## src/rtl/axi_inf_write_state_core.sv

```systemverilog
// rtl/axi_inf_write_state_core.sv - AXI4 single-burst write master fed from a FWFT stream FIFO
//
// Accepts one burst request at a time, issues AW, streams req_len+1 beats
// from the FIFO head onto W (wlast on the final beat), then collects B and
// reports completion.
//
// Ports:
//   axi_aclk, axi_resetn         clock, asynchronous active-low reset
//   write_req, req_len, req_addr request (sampled only while idle)
//   req_resp, req_done, req_err  one-cycle status pulses
//   pull_data, pull_data_valid   FWFT FIFO head word and not-empty flag
//   pull_data_en                 FIFO pop, asserted on each W handshake
//   axi_aw*, axi_w*, axi_b*      AXI4 write address, data and response channels
`timescale 1ns/1ps
module axi_inf_write_state_core #(
  parameter int IDSIZE = 3,
  parameter int ID     = 0,
  parameter int LSIZE  = 9,
  parameter int ASIZE  = 29,
  parameter int DSIZE  = 256
) (
  input  logic                 axi_aclk,
  input  logic                 axi_resetn,
  input  logic                 write_req,
  input  logic [LSIZE-1:0]     req_len,
  input  logic [ASIZE-1:0]     req_addr,
  output logic                 req_resp,
  output logic                 req_done,
  output logic                 req_err,
  input  logic [DSIZE-1:0]     pull_data,
  input  logic                 pull_data_valid,
  output logic                 pull_data_en,
  output logic [IDSIZE-1:0]    axi_awid,
  output logic [ASIZE-1:0]     axi_awaddr,
  output logic [LSIZE-1:0]     axi_awlen,
  output logic [2:0]           axi_awsize,
  output logic [1:0]           axi_awburst,
  output logic                 axi_awlock,
  output logic [3:0]           axi_awcache,
  output logic [2:0]           axi_awprot,
  output logic [3:0]           axi_awqos,
  output logic                 axi_awvalid,
  input  logic                 axi_awready,
  output logic [DSIZE-1:0]     axi_wdata,
  output logic [DSIZE/8-1:0]   axi_wstrb,
  output logic                 axi_wlast,
  output logic                 axi_wvalid,
  input  logic                 axi_wready,
  input  logic [IDSIZE-1:0]    axi_bid,
  input  logic [1:0]           axi_bresp,
  input  logic                 axi_bvalid,
  output logic                 axi_bready
);

  localparam logic [2:0]        AWSIZE = 3'($clog2(DSIZE / 8));
  localparam logic [IDSIZE-1:0] ID_V   = IDSIZE'(ID);

  typedef enum logic [1:0] {IDLE, AW, WDATA, WRESP} state_t;

  state_t           state, state_nxt;
  logic [LSIZE-1:0] cnt, cnt_nxt;
  logic [ASIZE-1:0] awaddr_nxt;
  logic [LSIZE-1:0] awlen_nxt;
  logic             awvalid_nxt, bready_nxt;
  logic             req_resp_nxt, req_done_nxt, req_err_nxt;
  logic             in_wdata;

  assign axi_awid    = ID_V;
  assign axi_awsize  = AWSIZE;
  assign axi_awburst = 2'b01;
  assign axi_awlock  = 1'b0;
  assign axi_awcache = 4'b0011;
  assign axi_awprot  = 3'b000;
  assign axi_awqos   = 4'b0000;
  assign axi_wstrb   = '1;

  // W channel is a straight pass-through of the FIFO head, gated by state so
  // that nothing leaks out of IDLE/AW/WRESP or during reset.
  assign in_wdata     = (state == WDATA);
  assign axi_wdata    = pull_data;
  assign axi_wvalid   = in_wdata && pull_data_valid;
  assign axi_wlast    = in_wdata && (cnt == axi_awlen);
  assign pull_data_en = axi_wvalid && axi_wready;

  always_ff @(posedge axi_aclk or negedge axi_resetn) begin
    if (!axi_resetn) begin
      state       <= IDLE;
      cnt         <= '0;
      axi_awaddr  <= '0;
      axi_awlen   <= '0;
      axi_awvalid <= 1'b0;
      axi_bready  <= 1'b0;
      req_resp    <= 1'b0;
      req_done    <= 1'b0;
      req_err     <= 1'b0;
    end else begin
      state       <= state_nxt;
      cnt         <= cnt_nxt;
      axi_awaddr  <= awaddr_nxt;
      axi_awlen   <= awlen_nxt;
      axi_awvalid <= awvalid_nxt;
      axi_bready  <= bready_nxt;
      req_resp    <= req_resp_nxt;
      req_done    <= req_done_nxt;
      req_err     <= req_err_nxt;
    end
  end

  always_comb begin
    state_nxt    = state;
    cnt_nxt      = cnt;
    awaddr_nxt   = axi_awaddr;
    awlen_nxt    = axi_awlen;
    awvalid_nxt  = axi_awvalid;
    bready_nxt   = axi_bready;
    req_resp_nxt = 1'b0;
    req_done_nxt = 1'b0;
    req_err_nxt  = 1'b0;
    case (state)
      IDLE: begin
        if (write_req) begin
          state_nxt    = AW;
          awaddr_nxt   = req_addr;
          awlen_nxt    = req_len;
          awvalid_nxt  = 1'b1;
          req_resp_nxt = 1'b1;
        end
      end
      AW: begin
        if (axi_awready) begin
          state_nxt   = WDATA;
          awvalid_nxt = 1'b0;
          cnt_nxt     = '0;
        end
      end
      WDATA: begin
        // The last beat leaves the counter at len rather than incrementing,
        // so a full 2^LSIZE-beat burst never wraps it.
        if (pull_data_en) begin
          if (axi_wlast) begin
            state_nxt  = WRESP;
            bready_nxt = 1'b1;
          end else begin
            cnt_nxt = cnt + LSIZE'(1);
          end
        end
      end
      WRESP: begin
        if (axi_bvalid) begin
          state_nxt    = IDLE;
          bready_nxt   = 1'b0;
          req_done_nxt = 1'b1;
          req_err_nxt  = (axi_bresp != 2'b00) || (axi_bid != ID_V);
        end
      end
      default: state_nxt = IDLE;
    endcase
  end

endmodule
```

## config.mk

```make
export PLATFORM = sky130hd
export DESIGN_NAME = axi_inf_write_state_core
export DESIGN_NICKNAME = d
export VERILOG_FILES = /design/src/rtl/axi_inf_write_state_core.sv
export SDC_FILE = /design/constraint.sdc
export NUM_CORES = 1
export LEC_CHECK = 0
export ABC_AREA = 1
export CORE_AREA = 2 2 260 262
export DETAILED_ROUTE_END_ITERATION = 6
export DIE_AREA = 0 0 262 264
export GPL_ROUTABILITY_DRIVEN = 1
export HOLD_SLACK_MARGIN = 0.03
export PLACE_DENSITY_LB_ADDON = 0.3
export SYNTH_ARGS = -nofsm -noshare
export SYNTH_HDL_FRONTEND = slang
export SYNTH_SLANG_ARGS = --single-unit
export TNS_END_PERCENT = 100
```

## constraint.sdc

```tcl
create_clock -name axi_aclk -period 3.2 [get_ports axi_aclk]
set_clock_uncertainty 0.2 [all_clocks]
set_input_delay 0.48 -clock axi_aclk [delete_from_list [all_inputs] [get_ports axi_aclk]]
set_output_delay 0.48 -clock axi_aclk [all_outputs]
set_load 0.01 [all_outputs]
```

==> flow_metrics.env, run 1 <==
export IMPL_status="finished, final reports clean"
export IMPL_r2r_end="cnt[0]"
export IMPL_slew_violations=0
export IMPL_reg2reg_depth=10
export IMPL_ir_drop_mv=0.233
export IMPL_core_area_um2=66600
export IMPL_muxShareOfSynthArea=0
export IMPL_dpl_hpwl_um=13300
export IMPL_synth_top_area_frac=0.479
export IMPL_start_util=0.0726
export IMPL_cts_tree="yes"
export IMPL_postCtsSetupBuffers=0
export IMPL_layout_nets=755
export IMPL_seq_area_frac_synth=0.280
export IMPL_grt_util_all_layers=0.0499
export IMPL_synthMostInstantiatedCell="buf_4"
export IMPL_powerDensity_nw_per_um2=723
export IMPL_grt_pass1_wl_um=22700
export IMPL_drc=0
export IMPL_async_flop_share=1.00
export IMPL_final_layout_size_suffix_gt1_frac=0.0719
export IMPL_cts_inserted_buffers=5
export IMPL_place_congestion=0.640
export IMPL_die_w_um=262
export IMPL_io_buffers=95
export IMPL_grt_pass1_vias=2902
export IMPL_cts_hold_buf=0
export IMPL_register_area_um2=1350
export IMPL_synth_compound_area_frac=0.0186
export IMPL_dieHeight_um=264
export IMPL_slew_headroom=0.395
export IMPL_crit_type="reg2out"
export IMPL_synth_cell_types=31
export IMPL_r2r_slack_ps=1040
export IMPL_synth_area_um2=4830
export IMPL_yosys_area_share_adder=0.0130
export IMPL_p_leak_nw=1.96
export IMPL_num_vias=2757
export IMPL_wl_per_cell_um=13.3
export IMPL_hold_viol=0
export IMPL_ios=660
export IMPL_setup_viol=0
export IMPL_worst_ep_required_time_ps=2520
export IMPL_critPathArrivalTime_ps=2230
export IMPL_synth_simple_gate_area_share=0.155
export IMPL_synth_seq_cells=54
export IMPL_h_tree_depth=2
export IMPL_rr_startpoint="state[0]"
export IMPL_rsz0062_at_grt="no"
export IMPL_clk_path_buf_depth=2
export IMPL_crit_fanout=9
export IMPL_synth_edf_count=0
export IMPL_drt_vias_per_instance=2.09
export IMPL_synth_top_family_by_area="buffers and inverters"
export IMPL_synth_xor_area_share=0.0215
export IMPL_grt_met2_usage=0.0621
export IMPL_use_met1=0.0484
export IMPL_cts_root_buf="clkbuf_16"
export IMPL_gr_total_overflow=0
export IMPL_ctsResizeCount=0
export IMPL_p_total_mw=3.52
export IMPL_synthTopCellsByCount="308 x buf_4, 147 x nand2_1, 54 x dfrtp_1, 19 x inv_1, 11 x nor2_1"
export IMPL_avgSynthCellArea_um2=7.95
export IMPL_finalSetupTns_ps=0
export IMPL_ant_nets=0
export IMPL_drv_cap=0
export IMPL_fmax_mhz=344
export IMPL_drt_first_pass_iters=4
export IMPL_die_area_um2=69200
export IMPL_drtIter0Drc=91
export IMPL_ys_warn_count=0
export IMPL_hp_class="in2async"
export IMPL_busiest_layer="met2"
export IMPL_place_area_um2=4700
export IMPL_antenna_found_initial=4
export IMPL_clkTransAtPathRegs_ps=100
export IMPL_num_fill_cells=7827
export IMPL_area_growth_pct=0.881
export IMPL_synthFlopType="dfrtp_1"
export IMPL_postLayoutCellArea_um2=4870
export IMPL_multi_input_area_um2=1200
export IMPL_yosysTopAreaCell="buf_4"
export IMPL_start_kind="register"
export IMPL_clock_sinks=54
export IMPL_ys_top_cells_by_area="buf_4 48%, dfrtp_1 28%, nand2_1 11%"
export IMPL_fin_crit_ps=2910
export IMPL_wl_um=17600
export IMPL_num_rows=95
export IMPL_fin_crit_sh=0.909
export IMPL_clk_latency_ps=350
export IMPL_syn_instance_count=608
export IMPL_grt_max_degree=55
export IMPL_use_met3=0.0443
export IMPL_tightest_slew_ps=908
export IMPL_crit_path_end_kind="output port"
==> kinds of logic (layout without fill, tap and decap cells) <==
logic type | count (synthesis) | count (layout)
buffers and inverters | 340 | 127
AND/OR/NAND/NOR | 182 | 182
flip-flops | 54 | 54
AO/OA/AOI/OAI | 14 | 14
XOR/XNOR | 11 | 11
adder cells (fa/ha/maj) | 5 | 5
other | 2 | 53
==> registers in the layout, indices dropped and copies added (netlist names) <==
signal       flops
axi_awaddr      29
axi_awlen        9
cnt              9
state            2
axi_awvalid      1
axi_bready       1
req_done         1
req_err          1
req_resp         1
==> where the power goes <==
group          leakage [nW]  switching [mW]  total [mW]  internal (mW)
combinational          1.19           0.881        1.61          0.728
clock                0.0844           0.376       0.754          0.378
sequential            0.689           0.213        1.16          0.946
==> through the flow <==
step	std cells	hold WS (ps)	setup slack, ps	utilization
2_1_floorplan	658	-15.6	1390	-
3_3_place_gp	1310	262	645	0.0706
3_5_place_dp	1310	264	611	0.0706
4_1_cts	1318	93.7	206	0.0732
5_1_grt	1318	102	136	0.0732
6_report	1319	45.9	290	0.0732
==> cells in the final DEF (no fill, tap or decap), types with 2 or more instances in the layout <==
cell type and instances:
buf_4 4, clkbuf_16 5, clkdlybuf4s50_1 94, conb_1 52, dfrtp_1 54, ha_1 5
inv_1 18, inv_2 3, nand2_1 146, nand2_2 5, nand3_1 7, nand3b_1 2
nand4_1 4, nor2_1 11, nor2_2 2, o21ai_0 5, o21ai_1 2, o21ai_2 4
or2_2 2, xnor2_1 7, xor2_1 3
==> layout make-up <==
| type | count | area share |
|---|---|---|
| Clock buffer | 5 | 0.0257 |
| Multi-Input combinational cell | 264 | 0.247 |
| Antenna cell | 1 | 0.000513 |
| Sequential cell | 54 | 0.277 |
| Tap cell | 873 | 0.224 |
| Timing Repair Buffer | 98 | 0.199 |
| Clock inverter | 3 | 0.00976 |
| Inverter | 21 | 0.0162 |
==> critical path: stages, from the launching register on <==
cell	delay, ps
dfrtp_1	420
inv_1	100
ha_1	400
nand3_2	180
inv_1	140
clkdlybuf4s50_1	640
==> per-layer routing <==
layer,part of all wire,vias up
li1,-,1153
met1,0.35,1200
met2,0.38,275
met3,0.18,123
met4,0.093,6
met5,0.0019,-
==> how the worst max path moves through the flow <==
| stage | slack [ps] | from | to |
|---|---|---|---|
| 4_1_cts | 210 | state[0] | axi_wlast |
| 2_1_floorplan | 1390 | state[0] | cnt[4] |
| 3_3_place_gp | 650 | state[0] | axi_wlast |
| 5_1_grt | 140 | state[0] | axi_wlast |
| 3_5_place_dp | 610 | state[0] | axi_wlast |
| 6_report | 290 | state[0] | axi_wlast |
No activity file was read; power rests on OpenSTA's default activity.
==> run 2, diff against run 1 <==
--- a/config.mk
+++ b/config.mk
@@ -12,6 +12,7 @@
 export GPL_ROUTABILITY_DRIVEN = 1
 export HOLD_SLACK_MARGIN = 0.03
 export PLACE_DENSITY_LB_ADDON = 0.3
+export SLEW_MARGIN = 25
 export SYNTH_ARGS = -nofsm -noshare
 export SYNTH_HDL_FRONTEND = slang
 export SYNTH_SLANG_ARGS = --single-unit
==> results of run 2 <==
No change in the layout: final DEF, timing and power equal those of run 1.
